`src/rtl/uart_sched_pkg.sv`:
```
// Shared definitions for the UART transmit scheduler and the digest serializer.
//   sched_state_t     : scheduler FSM encoding
//   SHA1_DIGEST_BYTES : payload size of one SHA-1 digest
//   rr_next()         : round-robin pointer advance modulo the requester count
// Build option: UART_TX_SCHED_CHKSUM_EN adds the CHK/WAITC states.
package uart_sched_pkg;

    localparam int SHA1_DIGEST_BYTES = 20;

    typedef enum logic [2:0] {
        IDLE  = 3'd0,
        LOAD  = 3'd1,
        SEND  = 3'd2,
        WAIT  = 3'd3,
`ifdef UART_TX_SCHED_CHKSUM_EN
        CHK   = 3'd4,
        WAITC = 3'd5,
`endif
        END   = 3'd6
    } sched_state_t;

    function automatic logic [1:0] rr_next(input logic [1:0] idx, input int n);
        if (int'(idx) >= n - 1) return 2'd0;
        return idx + 2'd1;
    endfunction

endpackage

```
`src/rtl/uart_tx_sched_if.sv`:
```
// Byte-stream bus between the requesters, the scheduler and uart_byte_tx.
//   req_vld/req_data/req_last : requester i presents a byte (data in [8i+7:8i])
//   req_rdy                   : one-cycle consume pulse back to requester i
//   tx_send_en/tx_data        : start pulse and byte to the transmitter
//   tx_done                   : transmitter finished the byte
// modport master : the scheduler; modport slave : requesters + transmitter.
interface uart_tx_sched_if #(
    parameter int NREQ = 2
);
    logic [NREQ-1:0]   req_vld;
    logic [8*NREQ-1:0] req_data;
    logic [NREQ-1:0]   req_last;
    logic [NREQ-1:0]   req_rdy;
    logic              tx_send_en;
    logic [7:0]        tx_data;
    logic              tx_done;

    modport master (
        input  req_vld, req_data, req_last, tx_done,
        output req_rdy, tx_send_en, tx_data
    );

    modport slave (
        output req_vld, req_data, req_last, tx_done,
        input  req_rdy, tx_send_en, tx_data
    );
endinterface

```
`src/rtl/uart_tx_sched_rr_arbiter.sv`:
```
// Combinational round-robin picker: first requester at or after ptr, wrapping.
//   req     : request vector
//   ptr     : highest-priority index (must be < NREQ)
//   gnt     : one-hot winner, 0 when no request
//   gnt_idx : binary index of the winner
module rr_arbiter #(
    parameter int NREQ = 2
) (
    input  logic [NREQ-1:0] req,
    input  logic [1:0]      ptr,
    output logic [NREQ-1:0] gnt,
    output logic [1:0]      gnt_idx
);
    logic found;

    // Two passes avoid a modulo index: indices >= ptr first, then the wrap.
    always_comb begin
        gnt     = '0;
        gnt_idx = '0;
        found   = 1'b0;
        for (int i = 0; i < NREQ; i++) begin
            if (!found && i >= int'(ptr) && req[i]) begin
                found   = 1'b1;
                gnt[i]  = 1'b1;
                gnt_idx = 2'(i);
            end
        end
        for (int i = 0; i < NREQ; i++) begin
            if (!found && i < int'(ptr) && req[i]) begin
                found   = 1'b1;
                gnt[i]  = 1'b1;
                gnt_idx = 2'(i);
            end
        end
    end
endmodule

```
`src/rtl/uart_tx_sched.sv`:
```
// Round-robin scheduler sharing one uart_byte_tx among NREQ byte streams.
// A granted requester keeps the transmitter for a whole message (until its
// last flag, or until MAX_LEN bytes force an end and set len_err).
// Ports: clk, rstn (async active-low); bus (uart_tx_sched_if.master);
//   grant (one-hot owner), busy, frame_done (pulse), len_err (sticky),
//   err_clr (clears len_err; a simultaneous overflow wins).
// Build option: UART_TX_SCHED_CHKSUM_EN appends an XOR checksum byte.
//
// state | meaning
// IDLE  | no owner; arbitrate among req_vld
// LOAD  | wait for owner's byte, consume it
// SEND  | one-cycle tx_send_en for the payload byte
// WAIT  | wait for tx_done; decide next byte or end of message
// CHK   | one-cycle tx_send_en for the checksum byte
// WAITC | wait for tx_done of the checksum byte
// END   | frame_done pulse, release grant
module uart_tx_sched
    import uart_sched_pkg::*;
#(
    parameter int NREQ    = 2,
    parameter int MAX_LEN = SHA1_DIGEST_BYTES,
    parameter int LEN_W   = 5
) (
    input  logic            clk,
    input  logic            rstn,
    uart_tx_sched_if.master bus,
    output logic [NREQ-1:0] grant,
    output logic            busy,
    output logic            frame_done,
    output logic            len_err,
    input  logic            err_clr
);
    if (MAX_LEN >= (1 << LEN_W)) begin : g_len_w_check
        $error("LEN_W too narrow for MAX_LEN");
    end

`ifdef UART_TX_SCHED_CHKSUM_EN
    localparam sched_state_t MSG_END_ST = CHK;
    logic [7:0] chk_q, chk_d;
`else
    localparam sched_state_t MSG_END_ST = END;
`endif

    sched_state_t     state_q, state_d;
    logic [1:0]       ptr_q, ptr_d;
    logic [NREQ-1:0]  grant_d;
    logic [LEN_W-1:0] cnt_q, cnt_d;
    logic [7:0]       data_q, data_d;
    logic             last_q, last_d;
    logic             len_err_d;

    logic [NREQ-1:0]  pick;
    logic [1:0]       pick_idx;
    logic [7:0]       sel_data;
    logic             sel_last;
    logic             sel_vld;

    rr_arbiter #(.NREQ(NREQ)) u_arb (
        .req     (bus.req_vld),
        .ptr     (ptr_q),
        .gnt     (pick),
        .gnt_idx (pick_idx)
    );

    always_comb begin
        sel_data = '0;
        sel_last = 1'b0;
        for (int i = 0; i < NREQ; i++) begin
            if (grant[i]) begin
                sel_data = bus.req_data[8*i +: 8];
                sel_last = bus.req_last[i];
            end
        end
    end

    assign sel_vld = |(bus.req_vld & grant);
    assign busy    = (state_q != IDLE);

`ifdef UART_TX_SCHED_CHKSUM_EN
    assign bus.tx_data = (state_q == CHK || state_q == WAITC) ? chk_q : data_q;
`else
    assign bus.tx_data = data_q;
`endif

    always_comb begin
        state_d        = state_q;
        ptr_d          = ptr_q;
        grant_d        = grant;
        cnt_d          = cnt_q;
        data_d         = data_q;
        last_d         = last_q;
        len_err_d      = len_err & ~err_clr;
        bus.req_rdy    = '0;
        bus.tx_send_en = 1'b0;
        frame_done     = 1'b0;
`ifdef UART_TX_SCHED_CHKSUM_EN
        chk_d          = chk_q;
`endif
        case (state_q)
            IDLE: begin
                if (|bus.req_vld) begin
                    grant_d = pick;
                    ptr_d   = rr_next(pick_idx, NREQ);
                    state_d = LOAD;
                end
            end
            LOAD: begin
                if (sel_vld) begin
                    bus.req_rdy = grant;
                    data_d      = sel_data;
                    last_d      = sel_last;
                    if (cnt_q != LEN_W'(MAX_LEN)) cnt_d = cnt_q + 1'b1;
`ifdef UART_TX_SCHED_CHKSUM_EN
                    chk_d       = chk_q ^ sel_data;
`endif
                    state_d     = SEND;
                end
            end
            SEND: begin
                bus.tx_send_en = 1'b1;
                state_d        = WAIT;
            end
            WAIT: begin
                if (bus.tx_done) begin
                    if (last_q) begin
                        state_d = MSG_END_ST;
                    end else if (cnt_q == LEN_W'(MAX_LEN)) begin
                        len_err_d = 1'b1;
                        state_d   = MSG_END_ST;
                    end else begin
                        state_d = LOAD;
                    end
                end
            end
`ifdef UART_TX_SCHED_CHKSUM_EN
            CHK: begin
                bus.tx_send_en = 1'b1;
                state_d        = WAITC;
            end
            WAITC: begin
                if (bus.tx_done) state_d = END;
            end
`endif
            END: begin
                frame_done = 1'b1;
                grant_d    = '0;
                cnt_d      = '0;
`ifdef UART_TX_SCHED_CHKSUM_EN
                chk_d      = '0;
`endif
                state_d    = IDLE;
            end
            default: state_d = IDLE;
        endcase
    end

    always_ff @(posedge clk or negedge rstn) begin
        if (!rstn) begin
            state_q <= IDLE;
            ptr_q   <= '0;
            grant   <= '0;
            cnt_q   <= '0;
            data_q  <= '0;
            last_q  <= 1'b0;
            len_err <= 1'b0;
`ifdef UART_TX_SCHED_CHKSUM_EN
            chk_q   <= '0;
`endif
        end else begin
            state_q <= state_d;
            ptr_q   <= ptr_d;
            grant   <= grant_d;
            cnt_q   <= cnt_d;
            data_q  <= data_d;
            last_q  <= last_d;
            len_err <= len_err_d;
`ifdef UART_TX_SCHED_CHKSUM_EN
            chk_q   <= chk_d;
`endif
        end
    end
endmodule

```
`src/flat_wrapper.sv`:
```
// flat-port wrapper written by rule: the top's interface ports become plain ports
module uart_tx_sched_flat import uart_sched_pkg::*;
#(
    parameter int NREQ    = 2,
    parameter int MAX_LEN = SHA1_DIGEST_BYTES,
    parameter int LEN_W   = 5
)
  (clk, rstn, grant, busy, frame_done, len_err, err_clr, bus_req_vld, bus_req_data, bus_req_last, bus_tx_done, bus_req_rdy, bus_tx_send_en, bus_tx_data);
  uart_tx_sched_if #(.NREQ(NREQ)) bus_i ();
  input  logic clk;
  input  logic rstn;
  output logic [NREQ-1:0] grant;
  output logic busy;
  output logic frame_done;
  output logic len_err;
  input  logic err_clr;
  input wire logic [$bits(bus_i.req_vld)-1:0] bus_req_vld;
  input wire logic [$bits(bus_i.req_data)-1:0] bus_req_data;
  input wire logic [$bits(bus_i.req_last)-1:0] bus_req_last;
  input wire logic [$bits(bus_i.tx_done)-1:0] bus_tx_done;
  output wire logic [$bits(bus_i.req_rdy)-1:0] bus_req_rdy;
  output wire logic [$bits(bus_i.tx_send_en)-1:0] bus_tx_send_en;
  output wire logic [$bits(bus_i.tx_data)-1:0] bus_tx_data;
  assign bus_i.req_vld = bus_req_vld;
  assign bus_i.req_data = bus_req_data;
  assign bus_i.req_last = bus_req_last;
  assign bus_i.tx_done = bus_tx_done;
  assign bus_req_rdy = bus_i.req_rdy;
  assign bus_tx_send_en = bus_i.tx_send_en;
  assign bus_tx_data = bus_i.tx_data;
  uart_tx_sched #(.NREQ(NREQ), .MAX_LEN(MAX_LEN), .LEN_W(LEN_W)) u_core (.clk(clk), .rstn(rstn), .bus(bus_i), .grant(grant), .busy(busy), .frame_done(frame_done), .len_err(len_err), .err_clr(err_clr));
endmodule
```
`config.mk`:
```
export PLATFORM = sky130hd
export DESIGN_NAME = uart_tx_sched_flat
export DESIGN_NICKNAME = d
export VERILOG_FILES = /design/src/rtl/uart_sched_pkg.sv /design/src/rtl/uart_tx_sched_if.sv /design/src/rtl/uart_tx_sched_rr_arbiter.sv /design/src/rtl/uart_tx_sched.sv /design/src/flat_wrapper.sv
export SDC_FILE = /design/constraint.sdc
export NUM_CORES = 1
export LEC_CHECK = 0
export CAP_MARGIN = 20
export CORE_MARGIN = 5
export CORE_UTILIZATION = 39
export DETAILED_ROUTE_END_ITERATION = 10
export PLACE_DENSITY = 0.78
export SYNTH_ARGS = -nofsm -noshare
export SYNTH_HDL_FRONTEND = slang
export SYNTH_SLANG_ARGS = --single-unit
```
`constraint.sdc`:
```
create_clock -name clk -period 1.35 [get_ports clk]
set_input_delay 0.3375 -clock clk [delete_from_list [all_inputs] [get_ports clk]]
set_output_delay 0.3375 -clock clk [all_outputs]
set_load 0.02 [all_outputs]
```
After elaboration in Yosys (flattened, before gate mapping)
Cells that the tools add are included.

operators by class
  reductions and logical operators = 21
  order comparisons = 5
  add/sub/neg operators = 2
  equality and inequality tests = 10
  mux-type cells = 37
  bitwise gates (word level) = 3

operators by type and width
  cell                 number
  $mux 1               18
  $mux 8               2
  $mux 3               5
  $mux 2               7
  $pmux 3 s4           1
  $mux 5               2
  $pmux 5 s2           1
  $logic_and 1x1->1    7
  $eq 3x2->1 const B   2
  $ne 2x1->1 const B   3
  $reduce_and 2->1     3
  $reduce_and 3->1     2
  $add 5x1->5 const B  1
  $eq 5x5->1 const B   1
  $ne 5x5->1 const B   1
  $ge 1x2->1 const A   2
  $lt 1x2->1 const A   2
  $pmux 2 s2           1
  $reduce_bool 2->1    2
  $reduce_or 2->1      2
  $eq 3x1->1 const B   1
  $eq 3x3->1 const B   1
  $logic_not 1->1      3
  $logic_not 3->1      1
  7 further kinds      7

word-level totals
  register bits = 22
  logic and storage cells = 85

Longest topological paths before layout
Gate-level depths: netlist of run 1.

  word-level depth = 20
  mapped depth = 6

By module
A second synthesis of run 1 with hierarchy kept.

second synthesis, totals
  cell total of the unflattened synthesis = 124
  area total of the unflattened synthesis = 1,179.9 um2

modules (own cells, without submodules)
  module         instances  seq. area each (um2)  cells an instance  area each (um2)
  uart_tx_sched  1          550.5                 117                1,133.6
  rr_arbiter     1          0.0                   7                  46.3

Least setup slack after synthesis of run 1
No wires, ideal clock.

  path kind = register -> output
  from = reg u_core.grant[0]
  to = out bus_req_rdy[0]
  stages on the path, launching flop included = 5
  path slack = -292 ps
  arrival time = 1,304 ps
  path buffers = 1
  path through = dfrtp_1 -> a22o_1 -> nand2_1 -> buf_2 -> nor2_1

on the way
  cells in the longest elaborated chain, start to end = 4

RTL lines
  what                    line                  RTL
  start, declared         uart_tx_sched.sv:27   output logic [NREQ-1:0] grant,
  start signal, assigned  uart_tx_sched.sv:172  grant <= grant_d;
  $and 2x2->2             uart_tx_sched.sv:76   assign sel_vld = |(bus.req_vld & grant);
  $reduce_or 2->1         uart_tx_sched.sv:76
  $mux 2 *                uart_tx_sched.sv:108  if (sel_vld) begin
  $mux 2 *                uart_tx_sched.sv:99   case (state_q)
  end, declared           flat_wrapper.sv:21    output wire logic [$bits(bus_i.req_rdy)-1:0] bus_req_rdy;

Every way passes the cells marked *; elsewhere a longest branch is shown, timed or not.

Final worst setup path of run 1
  from = reg u_core.state_q[1]
  to = out bus_req_rdy[0]

on the way
  cells in the longest elaborated chain, start to end = 2

RTL lines
  what                    line                  RTL
  start, declared         uart_tx_sched.sv:44   sched_state_t state_q, state_d;
  start signal, assigned  uart_tx_sched.sv:170  state_q <= state_d;
  $eq 3x1->1              uart_tx_sched.sv:99
  $mux 2                  uart_tx_sched.sv:99

Every way passes these cells.

==> flow_metrics.tcl, run 1 <==
set metrics [dict create \
    status "finished with violations" \
    grt_pass1_wl_mm 5.32 \
    cts_tree "yes" \
    start_util_pct 41.5 \
    syn_avg_cell_area_um2 9.42 \
    r2r_slack_ns -0.24 \
    vdd_drop_max_v 0.00191 \
    met1_usage_pct 21.7 \
    drv_slew 0 \
    grt_setup_unrepaired "true" \
    fin_skew_ns 0.0117 \
    detail-route-antenna-nets 0 \
    path_max_fanout 3 \
    startpoint "u_core.state_q[1]$_DFFE_PN0P_" \
    fin_cells 216 \
    crit_path_start_kind "flop" \
    io_pins 40 \
    ys_warn_count 0 \
    p_sw_share_pct 42.0 \
    synthCells 111 \
    syn_to_final_growth_pct 83.1 \
    finalWeightedCongestion 0.766 \
    root_buffer "clkbuf_4" \
    die_area_mm2 0.00382 \
    port_buffers 39 \
    ys_seq_area_share_pct 50.2 \
    rr_worst_depth 9 \
    ys_async_sr_fraction_pct 100 \
    powerDensity_mw_per_mm2 2040 \
    diodes 0 \
    route.detailed.drc 0 \
    core_mm2 0.00252 \
    comb_power_share_pct 64.2 \
    synthAdderAreaFrac_pct 2.39 \
    crit_type "flop to output pin" \
    r2r_end "u_core.cnt_q[2]$_DFFE_PN0P_" \
    worst_slew_pin_slew_ns 0.270 \
    drt-initial-drc-count 41 \
    antenna_found_initial 0 \
    busiest_layer "met2" \
    met2_usage_pct 36.2 \
    internal_power_uw 2270 \
    hold_violations 0 \
    cts_sinks 21 \
    grt_pass1_vias 1175 \
    die_x_um 61.8 \
    clock_latency_ns 0.31 \
    final_common_cell "buf_4" \
    layout-drive-gt1-share_pct 45.7 \
    grt_max_degree 22 \
    p_leak_uw 0.000902 \
    rr_startpoint "u_core.state_q[2]$_DFFE_PN0P_" \
    synth_top_flop_cell "dfrtp_1" \
    die_height_um 61.8 \
    dr.pass1.iters 4 \
    htreeDepth 1 \
    cap_violations 0 \
    pwr-share-seq_pct 28.0 \
    cts_hold_buffers 0 \
    final.setup.tns_ns -4.23 \
    final_cell_mix "buf_4 (29), clkdlybuf4s50_1 (21), dfrtp_1 (17)" \
    power_frac_clock_pct 7.8 \
    synth-compound-area-share_pct 19.7 \
    period_needed_ns 1.68 \
    arrival_ns 1.34 \
    synthSimpleGateAreaFrac_pct 22.5 \
    vias 1176 \
    synth_nets 137 \
    overflow 0 \
    setup_violations 22 \
    dpl.hpwl_mm 2.25 \
    fin_hold_ws_ns 0.347 \
    synthXorXnorAreaFrac_pct 0.837 \
    nFillCells 163 \
    wire_per_inst_um 16.4 \
    synth_edf_count 0 \
    timing.final.crit_share_pct 125 \
    via_per_inst 5.44 \
    violations "negative setup slack" \
    synth_top_family_by_area "simple AND/OR/NAND/NOR gates" \
    clockBufferDepth 2 \
    hp-class "input pin to asynchronous set/reset pin" \
    syn_area_mm2 0.00105 \
    clk_pin_slew_ns 0.12 \
    numCtsBuffers 3 \
    fin_ws_ns -0.331 \
    synth_mux_area_share_pct 0 \
    num_rows 18 \
    slew_headroom_pct 82.0 \
    wirelength_mm 3.55 \
    grt_util_met3_pct 4.34 \
    ys_types 31 \
    endpoint_kind "output pin" \
    grt_usage_pct 19.2 \
    max_freq_ghz 0.595 \
    ys_ff_latch 21 \
    critical_path_required_ns 1.01 \
    fin_nets 213 \
    dp.cells 197 \
    p_switching_uw 1640 \
]
## flip-flops by register name (all words and copies together), names as in the netlist
name,cells
u_core.ptr_q,1
u_core.last_q,1
u_core.bus.tx_data,8
u_core.len_err,1
u_core.cnt_q,5
u_core.grant,2
u_core.state_q,3
## power groups by stage
stage	clock network (uW)	registers [uW]	logic [uW]
2_1_floorplan	0	1280	820
4_1_cts	323	1060	2340
6_report	305	1090	2510
3_5_place_dp	0	1070	1940
3_3_place_gp	0	1050	1880
5_1_grt	342	1130	2710
## layout make-up
| cell class | instances | area, um2 | area share [%] |
|---|---|---|---|
| clock buffer | 3 | 22.5 | 1.18 |
| multi-input combinational | 79 | 588 | 30.7 |
| inverter | 7 | 26.3 | 1.37 |
| timing repair buffer | 75 | 706 | 36.8 |
| sequential | 21 | 531 | 27.7 |
| clock inverter | 1 | 5.00 | 0.261 |
| tap | 30 | 37.5 | 1.96 |
## metrics by stage
stage	util [%]	area [um2]	worst slack, ns	power (uW)
global placement	64.8	1640	-0.820	2930
global route	75.9	1920	-0.372	4180
floorplan	-	1080	-0.0718	2100
CTS	73.3	1850	-0.334	3730
finish	75.9	1920	-0.331	3910
detailed placement	64.8	1640	-0.833	3010
## synthesized netlist by cell type (2+ instances only)
cell type,n,share of area (%)
a21oi_1,7,3.3
and3_1,3,1.8
nand3_1,7,3.3
o21ai_0,2,0.96
buf_2,3,1.4
nand2_1,12,4.3
dfrtp_1,21,50
nor3_1,4,1.9
inv_1,7,2.5
ha_1,2,2.4
nor2b_1,2,1.2
a22oi_1,6,4.3
o31ai_1,2,1.4
o21ai_1,9,4.3
nor2_1,7,2.5
o211ai_1,2,1.4
## kinds of logic (layout without fill, tap and decap cells)
logic type | after synthesis | count (layout)
xor+xnor | 1 | 1
flops | 21 | 21
compound gates | 33 | 33
buf+inv | 11 | 86
simple gates | 43 | 43
fa+ha+maj | 2 | 2
## layer usage
metal,routed length [um],part of all wire (%)
met4,101,2.8
met2,2020,57
met3,164,4.6
met5,0,0
met1,1270,36
## worst max-delay path by stage
stage                          end  slack [ns]  depth (start not counted)
global placement    bus_req_rdy[0]       -0.82                          5
detailed placement  bus_req_rdy[0]       -0.83                          5
finish              bus_req_rdy[0]       -0.33                          4
global route        bus_req_rdy[0]       -0.37                          4
CTS                 bus_req_rdy[0]       -0.33                          4
floorplan           bus_req_rdy[0]       -0.07                          5
## critical path, stage by stage (launching register included)
cell and delay (ns):
dfrtp_2 0.44, nor3b_4 0.26, nand2_4 0.11, nor2_4 0.10, buf_6 0.12
## what timing repair did
action,in CTS,in global routing
pin swaps,8,12
setup endpoints to repair,27,35
gates cloned,1,0
setup buffers,9,8
resized for setup,90,15
Note: power is estimated with default switching activity, not from simulation.
==> run 2: changes to the inputs <==
--- a/config.mk
+++ b/config.mk
@@ -9,7 +9,7 @@
 export CORE_MARGIN = 5
 export CORE_UTILIZATION = 39
 export DETAILED_ROUTE_END_ITERATION = 10
-export PLACE_DENSITY = 0.78
+export PLACE_DENSITY = 0.87
 export SYNTH_ARGS = -nofsm -noshare
 export SYNTH_HDL_FRONTEND = slang
 export SYNTH_SLANG_ARGS = --single-unit
==> run 2 against run 1 <==
Effect of this change:
- the run still ends with negative setup slack left
- core utilization shrank 2.1 points
- combinational power down 5%
- sequential share of layout area grew 0.78 points
- via count grew 1.3%
- maximum frequency fell by 0.48%
- clock skew decreased by 0.0049 ns
- flip-flop and latch count did not move
- critical endpoint unchanged
- largest power group unchanged
- highest routed layer unchanged
==> flow_metrics.tcl, run 2 (synthesized netlist as in run 1, its figures left out) <==
set metrics [dict create \
    pwr-share-seq_pct 28.9 \
    slowest_stage "dfrtp_1" \
    internal_power_uw 2140 \
    hp-class "input pin to asynchronous set/reset pin" \
    overflow 0 \
    period_needed_ns 1.69 \
    final_util_pct 73.9 \
    p_total_uw 3790 \
    nFillCells 162 \
    comb_power_share_pct 62.7 \
    layout-drive-gt1-share_pct 41.9 \
    path_max_fanout 3 \
    p_leak_uw 0.000880 \
    status "finished with violations" \
    core_mm2 0.00252 \
    antenna_found_initial 0 \
    clockBufferDepth 2 \
    grt_pass1_wl_mm 5.28 \
    max_freq_ghz 0.592 \
    rr_worst_depth 7 \
    crit_path_start_kind "flop" \
    largest_register_ffs 8 \
    endpoint_kind "output pin" \
    htreeDepth 1 \
    timing.final.crit_share_pct 125 \
    fin_ws_ns -0.339 \
    critical_path.top_delay_family "simple AND/OR/NAND/NOR gates" \
    finalWeightedCongestion 0.833 \
    cp_cell_sequence "nor3b_4 > nand2_2 > nor2_4 > buf_6" \
    grt_setup_unrepaired "true" \
    r2r_slack_ns -0.25 \
    final.setup.tns_ns -2.89 \
    grt_pass1_vias 1204 \
    cp_slowest_stage_delay_ns 0.43 \
    io_pins 40 \
    diodes 0 \
    vias 1191 \
    violations "negative setup slack" \
    detail-route-antenna-nets 0 \
    fin_cells 216 \
    grt_max_degree 22 \
    dpl.hpwl_mm 2.47 \
    die_height_um 61.8 \
    start_util_pct 41.5 \
    clk_pin_slew_ns 0.13 \
    p_sw_share_pct 43.5 \
    critical_path_required_ns 1.01 \
    route.detailed.drc 0 \
    setup_violations 20 \
    cap_violations 0 \
    worst_slew_pin_slew_ns 0.275 \
    via_per_inst 5.51 \
    syn_to_final_growth_pct 78.1 \
    placed_area_mm2 0.00165 \
    vdd_drop_max_v 0.00136 \
    fin_nets 213 \
    arrival_ns 1.35 \
    drv_slew 0 \
    die_area_mm2 0.00382 \
    path_buf_inv 1 \
    root_buffer "clkbuf_4" \
    slew_headroom_pct 81.6 \
    clock_latency_ns 0.31 \
    hold_violations 0 \
    p_switching_uw 1650 \
    power_frac_clock_pct 8.4 \
    fin_skew_ns 0.00674 \
    final_common_cell "buf_4" \
    powerDensity_mw_per_mm2 2030 \
    numCtsBuffers 3 \
    port_buffers 39 \
    drt-initial-drc-count 62 \
    wirelength_mm 3.78 \
    grt_usage_pct 18.7 \
    cts_tree "yes" \
    dr.pass1.iters 4 \
    die_x_um 61.8 \
    num_rows 18 \
    fin_area_mm2 0.00186 \
    cts_sinks 21 \
    final_cell_mix "buf_4 (29), clkdlybuf4s50_1 (21), dfrtp_1 (17)" \
    dp.cells 199 \
    path_depth 4 \
    crit_type "flop to output pin" \
    wire_per_inst_um 17.5 \
]
[run 2: cell types whose count changed in the layout (fill, tap and decap cells not counted), sizes merged]
cell / previous run / this run
clkbuf: 6 / 11
clkdlybuf4s15: 5 / 2
bufbuf: 1 / 0
clkinv: 1 / 0
dlygate4sd2: 1 / 0
dlymetal6s2s: 1 / 2
[run 2: final timing paths]
path,from,end
hold / removal,rstn,u_core.ptr_q[0]$_DFFE_PN0P_
setup / recovery,u_core.state_q[2]$_DFFE_PN0P_,bus_req_rdy[0]
setup reg to reg,u_core.state_q[2]$_DFFE_PN0P_,u_core.cnt_q[4]$_DFFE_PN0P_
min in group clk,bus_req_vld[1],u_core.ptr_q[0]$_DFFE_PN0P_
max in group asynchronous,rstn,u_core.state_q[0]$_DFFE_PN0P_
hold reg to reg,u_core.bus.tx_data[7]$_DFFE_PN0P_,u_core.bus.tx_data[7]$_DFFE_PN0P_
[run 2: cell type report]
class / count / area, um2 / share of cell area (%)
multi-input combinational: 79 / 581 / 31.2
inverter: 7 / 26.3 / 1.41
timing repair buffer: 75 / 662 / 35.5
clock buffer: 4 / 26.3 / 1.41
sequential: 21 / 531 / 28.5
tap: 30 / 37.5 / 2.01
[run 2: power groups by stage]
stage	sequential [uW]	combinational [uW]	clock, uW
final	1100	2380	319
after global routing	1120	2540	363
after CTS	1070	2110	313
after detailed placement	1080	1990	0
after global placement	1050	1900	0
after floorplan	1280	820	0
[run 2: repair_timing]
action | in CTS | in global routing
setup endpoints to repair | 28 | 35
hold buffers | 0 | 0
buffers inserted | 8 | 7
endpoints found under the hold margin | 0 | 0
gates resized for setup | 71 | 27
pin swaps | 7 | 10
[run 2: stage by stage]
step,hold WS (ns),worst slack (ns)
final,0.350,-0.339
after global placement,0.466,-0.826
after CTS,0.365,-0.328
after floorplan,0.0419,-0.0718
after detailed placement,0.476,-0.831
after global routing,0.358,-0.411
[run 2: metal layers]
layer / share of wire, % / wire (um) / up-vias / global-route usage [%]
met5: 0 / 0 / - / 0
met4: 2.5 / 93 / 0 / 9.70
met3: 4.3 / 164 / 12 / 3.72
met2: 57 / 2150 / 39 / 33.2
met1: 36 / 1370 / 587 / 21.2
li1: - / - / 553 / -
